`src/rtl/hazard_pkg.sv`:
```
// Shared constants and types for the pending-write hazard scoreboard.
package hazard_pkg;

  localparam int unsigned DEF_NUM_REGS = 32;
  localparam int unsigned DEF_ADDR_W   = 5;
  // Widest register address the EX tracker can hold (256 registers).
  localparam int unsigned MAX_ADDR_W   = 8;

  localparam logic [DEF_ADDR_W-1:0] REG_ZERO = '0;

  typedef struct packed {
    logic                  vld;
    logic [MAX_ADDR_W-1:0] rd;
    logic                  long_op;
  } ex_track_t;

endpackage

```
`src/rtl/hazard_src_check.sv`:
```
// Per-source RAW comparator: flags a read of a register with an outstanding long write.
module hazard_src_check
  import hazard_pkg::*;
#(
  parameter int unsigned NUM_REGS = DEF_NUM_REGS,
  parameter int unsigned ADDR_W   = DEF_ADDR_W
) (
  input  logic [ADDR_W-1:0]   addr_i,
  input  logic                used_i,
  input  logic [NUM_REGS-1:0] pending_eff_i,
  output logic                hit_o
);

  logic addr_nz;

  assign addr_nz = (addr_i != ADDR_W'(REG_ZERO));
  assign hit_o   = used_i & addr_nz & pending_eff_i[addr_i];

endmodule

```
`src/rtl/hazard_scoreboard.sv`:
```
// ID/EX pending-write scoreboard: stalls on RAW/WAW against outstanding long-latency writes.
// Optional stall-cycle counter enabled by defining HAZARD_PERF_EN.
module hazard_scoreboard
  import hazard_pkg::*;
#(
  parameter int unsigned NUM_REGS = DEF_NUM_REGS,
  parameter int unsigned ADDR_W   = DEF_ADDR_W,   // must equal $clog2(NUM_REGS), <= MAX_ADDR_W
  parameter int unsigned NUM_SRC  = 2,
  parameter int unsigned CNT_W    = 16
) (
  input  logic                      clk_i,
  input  logic                      rst_ni,
  input  logic                      id_valid_i,
  input  logic [NUM_SRC*ADDR_W-1:0] src_addr_i,
  input  logic [NUM_SRC-1:0]        src_used_i,
  input  logic [ADDR_W-1:0]         id_rd_i,
  input  logic                      id_wr_en_i,
  input  logic                      id_long_i,
  input  logic                      ex_ready_i,
  input  logic                      flush_ex_i,
  input  logic                      wb_valid_i,
  input  logic [ADDR_W-1:0]         wb_rd_i,
  output logic                      stall_o,
  output logic                      issue_o,
  output logic [NUM_REGS-1:0]       pending_o,
  output logic                      busy_o,
  output logic [CNT_W-1:0]          stall_cnt_o
);

  logic [NUM_REGS-1:0] pending_q, pending_d;
  logic [NUM_REGS-1:0] wb_mask, pending_eff;
  ex_track_t           ex_q, ex_d;
  logic [NUM_SRC-1:0]  src_hit;
  logic                id_rd_nz, wb_rd_nz;
  logic                raw, waw, stall, issue;
  logic                set_long;

  assign id_rd_nz = (id_rd_i != ADDR_W'(REG_ZERO));
  assign wb_rd_nz = (wb_rd_i != ADDR_W'(REG_ZERO));

  // Same-cycle writeback bypass: the regfile is write-through.
  always_comb begin
    wb_mask = '0;
    if (wb_valid_i && wb_rd_nz) begin
      wb_mask[wb_rd_i] = 1'b1;
    end
  end

  assign pending_eff = pending_q & ~wb_mask;

  for (genvar k = 0; k < NUM_SRC; k++) begin : g_src
    hazard_src_check #(
      .NUM_REGS (NUM_REGS),
      .ADDR_W   (ADDR_W)
    ) u_src_check (
      .addr_i        (src_addr_i[k*ADDR_W +: ADDR_W]),
      .used_i        (src_used_i[k]),
      .pending_eff_i (pending_eff),
      .hit_o         (src_hit[k])
    );
  end

  assign raw      = |src_hit;
  assign waw      = id_wr_en_i & id_rd_nz & pending_eff[id_rd_i];
  assign stall    = id_valid_i & (raw | waw) & ~flush_ex_i;
  assign issue    = id_valid_i & ~stall & ex_ready_i & ~flush_ex_i;
  assign set_long = issue & id_wr_en_i & id_long_i & id_rd_nz;

  // Statement order encodes per-bit priority: issue set > flush clear > wb clear.
  always_comb begin
    pending_d = pending_q & ~wb_mask;
    if (flush_ex_i && ex_q.vld && ex_q.long_op) begin
      for (int unsigned r = 0; r < NUM_REGS; r++) begin
        if (ex_q.rd == MAX_ADDR_W'(r)) begin
          pending_d[r] = 1'b0;
        end
      end
    end
    if (set_long) begin
      pending_d[id_rd_i] = 1'b1;
    end
    pending_d[0] = 1'b0;
  end

  always_comb begin
    ex_d = ex_q;
    if (issue) begin
      ex_d.vld     = 1'b1;
      ex_d.rd      = MAX_ADDR_W'(id_rd_i);
      ex_d.long_op = id_long_i & id_wr_en_i;
    end else if (ex_ready_i || flush_ex_i) begin
      ex_d = '0;
    end
  end

  always_ff @(posedge clk_i or negedge rst_ni) begin
    if (!rst_ni) begin
      pending_q <= '0;
      ex_q      <= '0;
    end else begin
      pending_q <= pending_d;
      ex_q      <= ex_d;
    end
  end

`ifdef HAZARD_PERF_EN
  logic [CNT_W-1:0] stall_cnt_q, stall_cnt_d;

  always_comb begin
    stall_cnt_d = stall_cnt_q;
    if (stall && (stall_cnt_q != {CNT_W{1'b1}})) begin
      stall_cnt_d = stall_cnt_q + CNT_W'(1);
    end
  end

  always_ff @(posedge clk_i or negedge rst_ni) begin
    if (!rst_ni) begin
      stall_cnt_q <= '0;
    end else begin
      stall_cnt_q <= stall_cnt_d;
    end
  end

  assign stall_cnt_o = stall_cnt_q;
`else
  assign stall_cnt_o = '0;
`endif

  assign stall_o   = stall;
  assign issue_o   = issue;
  assign pending_o = pending_q;
  assign busy_o    = |pending_q;

endmodule

```
`config.mk`:
```
export PLATFORM = sky130hd
export DESIGN_NAME = hazard_scoreboard
export DESIGN_NICKNAME = d
export VERILOG_FILES = /design/src/rtl/hazard_pkg.sv /design/src/rtl/hazard_src_check.sv /design/src/rtl/hazard_scoreboard.sv
export SDC_FILE = /design/constraint.sdc
export NUM_CORES = 1
export LEC_CHECK = 0
export BUFFER_PORTS_ARGS = -buffer_cell sky130_fd_sc_hd__buf_2
export CAP_MARGIN = 25
export CORE_UTILIZATION = 35
export DETAILED_ROUTE_END_ITERATION = 8
export PLACE_DENSITY_LB_ADDON = 0.12
export SKIP_LAST_GASP = 1
export SYNTH_ARGS = -nofsm -noshare
export SYNTH_HDL_FRONTEND = slang
export SYNTH_SLANG_ARGS = --single-unit
```
`constraint.sdc`:
```
create_clock -name clk_i -period 2.7 [get_ports clk_i]
set_input_delay 0.135 -clock clk_i [delete_from_list [all_inputs] [get_ports clk_i]]
set_output_delay 0.135 -clock clk_i [all_outputs]
set_load 0.005 [all_outputs]
```
# Word-level counts from Yosys, hierarchy flattened

Index checks and enable logic that the tools add are counted.

Flip-flop bits (word level): 41
Output and inout bits: 51

Reductions and logical operators: 14
Order comparisons: 6
Equal/unequal tests: 31
Mux-type cells: 47
Bitwise logic cells: 21

Operator list:

| operator             | count |
|---|---|
| $eq A8 B5 Y1 const B | 16 |
| $mux W32             | 3 |
| $eq A8 B4 Y1 const B | 8 |
| $mux W1              | 37 |
| $and A32 B32 Y32     | 1 |
| $eq A8 B3 Y1 const B | 4 |
| $not A32 Y32         | 1 |
| $or A32 B32 Y32      | 1 |
| $reduce_or A31 Y1    | 1 |
| $lt A5 B6 Y1 const B | 4 |
| $mux W10             | 2 |
| $reduce_bool A5 Y1   | 4 |
| $eq A8 B2 Y1 const B | 2 |
| $and A1 B1 Y1        | 15 |
| $bmux W1 S5          | 3 |
| $demux W1 S5         | 2 |
| $ge A5 B1 Y1 const B | 2 |
| $eq A8 B1 Y1 const B | 1 |
| $logic_not A8 Y1     | 1 |
| $logic_and A1 B1 Y1  | 5 |
| $not A1 Y1           | 2 |
| $reduce_bool A2 Y1   | 1 |
| $reduce_or A2 Y1     | 1 |
| $logic_or A1 B1 Y1   | 1 |
| $or A1 B1 Y1         | 1 |

# Longest topological paths before layout

Gate-level depths: netlist of run 1.

Word-level depth: 22
Mapped depth: 10

# Hierarchy

From an unflattened synthesis of run 1, not the netlist that was laid out.

Cells, all modules: 378
Area, all modules: 3505.9 um^2

Modules (own cells, without submodules):

| module            | area an instance (um^2) | times used | cells each |
|---|---|---|---|
| hazard_scoreboard | 2887.8                  | 1          | 332 |
| hazard_src_check  | 309.0                   | 2          | 23 |

# Worst setup path after synthesis of run 1

OpenSTA, ideal clock, no wires.

Path kind: input -> output
From: input port wb_rd_i[1]
To: output port stall_o
Arrival time: 2.291 ns
Stages on the path: 9
Slack: 0.274 ns
Path buffers: 2
Cells stage by stage: buf_2 > nand4_1 > o21ai_0 > mux4_2 > a22o_1 > or4_1 > o211ai_2 > buf_6 > and3b_1

Cells in the longest elaborated chain, start to end: 14

RTL lines:

| item                                                                      | RTL line                | text |
|---|---|---|
| start, declared                                                           | hazard_scoreboard.sv:22 | `input logic [ADDR_W-1:0] wb_rd_i,` |
| $lt A5 B6 Y1 (not written as such) / $ge A5 B1 Y1 (equally long branches) | hazard_scoreboard.sv:45 | `wb_mask[wb_rd_i] = 1'b1;` |
| $logic_and A1 B1 Y1 (not written as such)                                 | hazard_scoreboard.sv:45 |  |
| $mux W1 (not written as such)                                             | hazard_scoreboard.sv:45 |  |
| $demux W1 S5                                                              | hazard_scoreboard.sv:45 |  |
| $mux W32 (*)                                                              | hazard_scoreboard.sv:44 | `if (wb_valid_i && wb_rd_nz) begin` |
| $not A32 Y32 (*)                                                          | hazard_scoreboard.sv:49 | `assign pending_eff = pending_q & ~wb_mask;` |
| $and A32 B32 Y32 (*)                                                      | hazard_scoreboard.sv:49 |  |
| $bmux W1 S5                                                               | hazard_src_check.sv:17  | `assign hit_o = used_i & addr_nz & pending_eff_i[addr_i];` |
| $mux W1 (not written as such)                                             | hazard_src_check.sv:17  |  |
| $and A1 B1 Y1                                                             | hazard_src_check.sv:17  |  |
| $reduce_or A2 Y1                                                          | hazard_scoreboard.sv:63 | `assign raw = \|src_hit;` |
| $or A1 B1 Y1 (*)                                                          | hazard_scoreboard.sv:65 | `assign stall = id_valid_i & (raw \| waw) & ~flush_ex_i;` |
| $and A1 B1 Y1 (*) (2 in a row)                                            | hazard_scoreboard.sv:65 |  |
| end, declared                                                             | hazard_scoreboard.sv:23 | `output logic stall_o,` |

Every way passes the cells marked *; elsewhere a longest branch is shown, timed or not. The select of a mux whose other input is x is not followed.

# Worst setup path after layout of run 1

From: input port wb_rd_i[2]
To: output port stall_o

The elaborated chain is that of the path after synthesis.

==> impl_metrics.tcl, run 1 <==
set metrics [dict create \
    grt_pass1_vias 3746 \
    route.detailed.drc 0 \
    maxSlewViolCount 0 \
    drive_above_1_share 0.379 \
    placed_area_sq_mm 0.00417 \
    yosysTopAreaCell "dfrtp_1" \
    yosys-top-cells-area "dfrtp_1 28%, mux4_2 8.7%, o211ai_1 5.4%" \
    crit_required_ns 2.57 \
    synth.top_cell.area_share 0.284 \
    clk_latency_ns 0.29 \
    cp.arrival_ns 2.52 \
    fillers 916 \
    tightest_slew_ns 0.903 \
    io_buffers 63 \
    die_y_um 99.8 \
    stdcell_count 646 \
    final_nets 546 \
    num_antenna_cells 0 \
    synth_cell_types 57 \
    row_count 35 \
    synth_flop_cell "dfrtp_1" \
    clk_pin_slew_ns 0.08 \
    wl_per_cell_um 22.2 \
    die_area_sq_mm 0.00997 \
    final_antenna_net_count 0 \
    drt-initial-drc-count 357 \
    syn2layout_area_growth_pct 34.8 \
    max_cap_viol_count 0 \
    synth_simple_gate_area_frac 0.233 \
    grt_max_degree 39 \
    synth-compound-area-share 0.292 \
    synthMuxAreaShare 0.0993 \
    cp_max_fo 9 \
    die_x_um 99.8 \
    fin_crit_sh 0.983 \
    pin_count 81 \
    synth-xor-area-share 0.00523 \
    dp_hpwl_um 10900 \
    gp_congestion 0.921 \
    dp.cells 619 \
    min_path_type "input pin to register" \
    grt_pass1_wl_um 21700 \
    fin_skew_ns 0.00830 \
    seq_area_frac_synth 0.284 \
    whs_ns 0.159 \
    viasPerCell 6.06 \
    fin_crit_ns 2.65 \
    synth_top_family_by_area "compound AO/OA/AOI/OAI gates" \
    track_usage 0.292 \
    root_buffer "clkbuf_8" \
    numCtsBuffers 5 \
    critPathLaunchType "input pin" \
    async_flop_share 1.00 \
    max-clock-path-buffers 2 \
    core_region_area_sq_mm 0.00924 \
    cts-htree-levels 2 \
    antenna_found_initial 0 \
    synth_adder_area_share 0 \
    cp-end-kind "output port" \
    crit_type "input pin to output port" \
    tns_ns 0 \
    rsz0062_at_grt "true" \
    status "finished, final reports clean" \
    relSlewSlack 0.398 \
    syn_area_sq_mm 0.00335 \
    finalSetupViolCount 0 \
    start_util 0.363 \
    synth_warnings 0 \
    cts_sinks 38 \
    power_density_mw_per_mm2 326 \
    synth.avg_cell_area_sq_um 8.55 \
    tritoncts "yes" \
    multi_input_area_sq_mm 0.00226 \
    vdd_drop_max_v 0.000188 \
    max_freq_ghz 0.377 \
    netlist_instances 392 \
    drt-pass1-iter-count 5 \
    p_leak_uw 0.00190 \
    fin_area_sq_mm 0.00452 \
    drt-total-wl_um 14300 \
    num_vias 3917 \
    synth-edff-count 0 \
    synth-seq-cells 38 \
    seqCellArea_sq_um 957 \
    gr-total-overflow 0 \
    final_hold_viol_count 0 \
]
registers in the layout, summed over array words and instances, names as in the netlist:
register / flops
pending_o: 31
ex_q: 7
stage by stage:
step / setup slack [ns] / util / power [uW]
after CTS: 0.00308 / 0.472 / 1460
after global routing: -0.0217 / 0.489 / 1540
after floorplan: 0.274 / - / 841
final: 0.0461 / 0.489 / 1470
after global placement: -0.0818 / 0.452 / 1030
after detailed placement: -0.0623 / 0.452 / 1030
area by class of cell:
cell class | count | area share
inverters | 9 | 0.00748
clock buffers | 7 | 0.0191
well taps | 129 | 0.0357
clock inverters | 1 | 0.00111
multi-input cells | 315 | 0.500
repair buffers | 147 | 0.225
flip-flops and latches | 38 | 0.212
cell families (layout without fill, tap and decap cells):
kind of cell / count (synthesis) / in the layout
AOI/OAI and AO/OA: 134 / 134
muxes: 17 / 17
buffers and inverters: 55 / 164
DFF: 38 / 38
xor gates and xnor gates: 2 / 2
and+or+nand+nor: 145 / 145
other: 1 / 17
worst paths after layout:
kind / from / to / slack [ns] / cells past startpoint
min in group asynchronous: rst_ni / ex_q[4]$_DFFE_PN0P_ / 0.51 / 2
worst max register to register: pending_o[7]$_DFF_PN0_ / pending_o[6]$_DFF_PN0_ / 0.13 / 8
worst min register to register: ex_q[9]$_DFFE_PN0P_ / ex_q[9]$_DFFE_PN0P_ / 0.51 / 2
worst max-delay path: wb_rd_i[2] / stall_o / 0.05 / 10
max in group asynchronous: rst_ni / pending_o[6]$_DFF_PN0_ / 1.58 / 2
worst min-delay path: ex_ready_i / ex_q[5]$_DFFE_PN0P_ / 0.16 / 2
routing by layer:
layer,routed length (um),global-route usage,vias to the layer above,share of wire
met5,0,0,-,0
met4,497,0.122,0,0.035
met3,1140,0.0348,31,0.080
met2,6650,0.466,233,0.46
met1,6050,0.400,1907,0.42
li1,-,-,1746,-
layout by cell type, fill, tap and decap left out, types with 3 or more instances in the layout:
| master | n |
|---|---|
| mux4_2 | 13 |
| clkbuf_8 | 6 |
| o41ai_2 | 5 |
| and3b_1 | 3 |
| o21bai_1 | 10 |
| dfrtp_1 | 33 |
| nand2b_1 | 7 |
| conb_1 | 17 |
| o32ai_1 | 6 |
| buf_2 | 63 |
| nor3_1 | 6 |
| dfrtp_2 | 5 |
| mux2i_1 | 3 |
| nand4b_1 | 7 |
| nor2b_1 | 4 |
| inv_1 | 9 |
| nand3_1 | 13 |
| buf_12 | 5 |
| o31ai_1 | 9 |
| buf_4 | 77 |
| nand3b_1 | 3 |
| o21ai_2 | 7 |
| or3_1 | 5 |
| nor2_1 | 36 |
| o21ai_1 | 6 |
| nor4_1 | 8 |
| and3_1 | 3 |
| nand2_1 | 29 |
| o21ai_0 | 21 |
| a22oi_1 | 3 |
| nand4_1 | 6 |
| o211ai_1 | 24 |
| o22ai_1 | 18 |
report_power, final:
part / leakage, uW / internal, uW / switching [uW]
registers: 0.000519 / 586 / 21.3
logic: 0.00133 / 197 / 259
clock network: 0.0000482 / 206 / 202
synthesized netlist by cell type (all sizes together) (7+ instances only):
cell / number
o21bai: 10
nand2: 29
o32ai: 7
o22ai: 18
o21ai: 34
mux4: 13
dfrtp: 38
clkbuf: 19
nor4: 8
inv: 9
nand3: 13
o31ai: 9
o211ai: 26
nand2b: 8
buf: 27
nand4b: 7
nor2: 36
worst max-delay path, cell delays in order:
cell and delay, ns:
buf_2 0.15, or4b_4 0.61, o211ai_2 0.18, a211oi_1 0.08, or4_1 0.49, a32oi_2 0.29
o211ai_4 0.15, buf_12 0.16, and3b_1 0.16, buf_2 0.12
what timing repair did:
action / 4_1_cts / 5_1_grt
hold endpoints to repair: 30 / 0
endpoints found under the setup margin: 2 / 16
hold buffers: 1 / 0
resized for setup: 17 / 20
pin swaps: 3 / 4
setup buffers: 8 / 11
Note: power is estimated with default switching activity, not from simulation.
==> inputs of run 2 (changes only) <==
--- a/config.mk
+++ b/config.mk
@@ -7,6 +7,7 @@
 export LEC_CHECK = 0
 export BUFFER_PORTS_ARGS = -buffer_cell sky130_fd_sc_hd__buf_2
 export CAP_MARGIN = 25
+export CORE_MARGIN = 4
 export CORE_UTILIZATION = 35
 export DETAILED_ROUTE_END_ITERATION = 8
 export PLACE_DENSITY_LB_ADDON = 0.12
==> impl_metrics.tcl, run 2 (synthesized netlist as in run 1, its figures left out) <==
set metrics [dict create \
    clk_pin_slew_ns 0.07 \
    drt-pass1-iter-count 5 \
    die_y_um 106 \
    row_count 35 \
    r2r_slack_ns 0.16 \
    crit_type "register to output port" \
    hold-path-cell-count 2 \
    root_buffer "clkbuf_8" \
    final_core_util 0.467 \
    relSlewSlack 0.397 \
    clk_latency_ns 0.29 \
    status "finished, final reports clean" \
    num_vias 3883 \
    layout_commonest_cell "buf_4" \
    min_path_type "input pin to register" \
    max_freq_ghz 0.376 \
    final_nets 534 \
    drt-initial-drc-count 363 \
    fin_skew_ns 0.00168 \
    cts_sinks 38 \
    p_leak_uw 0.00182 \
    pin_count 81 \
    slowest_delay_ns 0.57 \
    power_density_mw_per_mm2 327 \
    die_area_sq_mm 0.0112 \
    track_usage 0.256 \
    numCtsBuffers 5 \
    grt_pass1_wl_um 22200 \
    max-clock-path-buffers 2 \
    grt_pass1_vias 3725 \
    finalSetupViolCount 0 \
    viasPerCell 6.13 \
    io_buffers 63 \
    gr-total-overflow 0 \
    dp.cells 609 \
    drt-total-wl_um 14400 \
    final_antenna_net_count 0 \
    worstRegToRegCells 8 \
    maxSlewViolCount 0 \
    fin_crit_sh 0.986 \
    gp_congestion 0.951 \
    crit_required_ns 2.57 \
    max_cap_viol_count 0 \
    cts-htree-levels 2 \
    tightest_slew_ns 0.904 \
    final_hold_viol_count 0 \
    power_uw 1420 \
    antenna_found_initial 0 \
    cp-end-kind "output port" \
    vdd_drop_max_v 0.000176 \
    path_cells "o21ai_0, buf_4, o211ai_1, a31oi_1, or4_4, o211ai_4, buf_6, and3b_1, buf_2" \
    timing.final.ws_setup_ns 0.0377 \
    core_region_area_sq_mm 0.00928 \
    largest_register_ffs 31 \
    die_x_um 106 \
    route.detailed.drc 0 \
    stdcell_count 633 \
    fillers 969 \
    num_antenna_cells 0 \
    slowest_stage "or4_4" \
    drive_above_1_share 0.347 \
    syn2layout_area_growth_pct 29.5 \
    grt_max_degree 39 \
    start_util 0.361 \
    place_ws_ns -0.197 \
    cp_max_fo 4 \
    wl_per_cell_um 22.8 \
    layout_common_cells "67 x buf_4, 64 x buf_2, 35 x nor2_1" \
    fin_crit_ns 2.66 \
    dp_hpwl_um 10900 \
    tritoncts "yes" \
    tns_ns 0 \
    cp.arrival_ns 2.53 \
    critPathLaunchType "register" \
]
## run 2: changes by cell type in the layout (fill, tap and decap cells not counted), sizes merged
cell    delta
buf       -12
clkinv     -1
## run 2: worst max-delay path, delay by kind of cell, from the launching register on
kind / cells / cell delay, ns
AO/OA/AOI/OAI: 4 / 0.67
buffers and inverters: 3 / 0.42
AND/OR/NAND/NOR: 2 / 0.72
flip-flops: 1 / 0.41
## run 2: per-stage QoR
stage	hold slack [ns]	cell area, sq um
final	0.152	4340
after global routing	0.163	4340
after CTS	0.147	4240
after detailed placement	0.300	4070
after global placement	0.296	4070
after floorplan	-0.161	3410
## run 2: timing repair
item,4_1_cts,5_1_grt
resized for setup,15,10
hold buffers,1,0
endpoints found under the setup margin,2,8
gates cloned,1,0
pin swaps,0,6
endpoints found under the hold margin,31,0
setup buffers,5,10
## run 2: area by class of cell
class | instances | area (sq um) | area share
clock buffers | 7 | 76.3 | 0.0176
inverters | 9 | 33.8 | 0.00779
multi-input cells | 315 | 2230 | 0.513
flip-flops and latches | 38 | 956 | 0.220
well taps | 129 | 161 | 0.0372
repair buffers | 135 | 885 | 0.204
## run 2: worst paths after layout
| check | startpoint | endpoint |
|---|---|---|
| setup / recovery | pending_o[28]$_DFF_PN0_ | stall_o |
| hold / removal | ex_ready_i | ex_q[1]$_DFFE_PN0P_ |
| setup reg to reg | pending_o[7]$_DFF_PN0_ | pending_o[15]$_DFF_PN0_ |
| hold reg to reg | ex_q[9]$_DFFE_PN0P_ | ex_q[9]$_DFFE_PN0P_ |
| max in group asynchronous | rst_ni | pending_o[6]$_DFF_PN0_ |
| min in group asynchronous | rst_ni | ex_q[0]$_DFFE_PN0P_ |
## run 2: power by group
group / switching, uW / total (uW) / internal, uW
clock network: 194 / 372 / 178
logic: 259 / 442 / 184
registers: 20.3 / 607 / 586
## run 2: per-layer routing
| metal | vias up | part of all wire | track usage | wire (um) |
|---|---|---|---|---|
| met4 | 0 | 0.028 | 0.0879 | 401 |
| met1 | 1903 | 0.43 | 0.356 | 6170 |
| met5 | - | 0 | 0 | 0 |
| met2 | 234 | 0.46 | 0.395 | 6570 |
| li1 | 1714 | - | - | - |
| met3 | 32 | 0.089 | 0.0527 | 1290 |
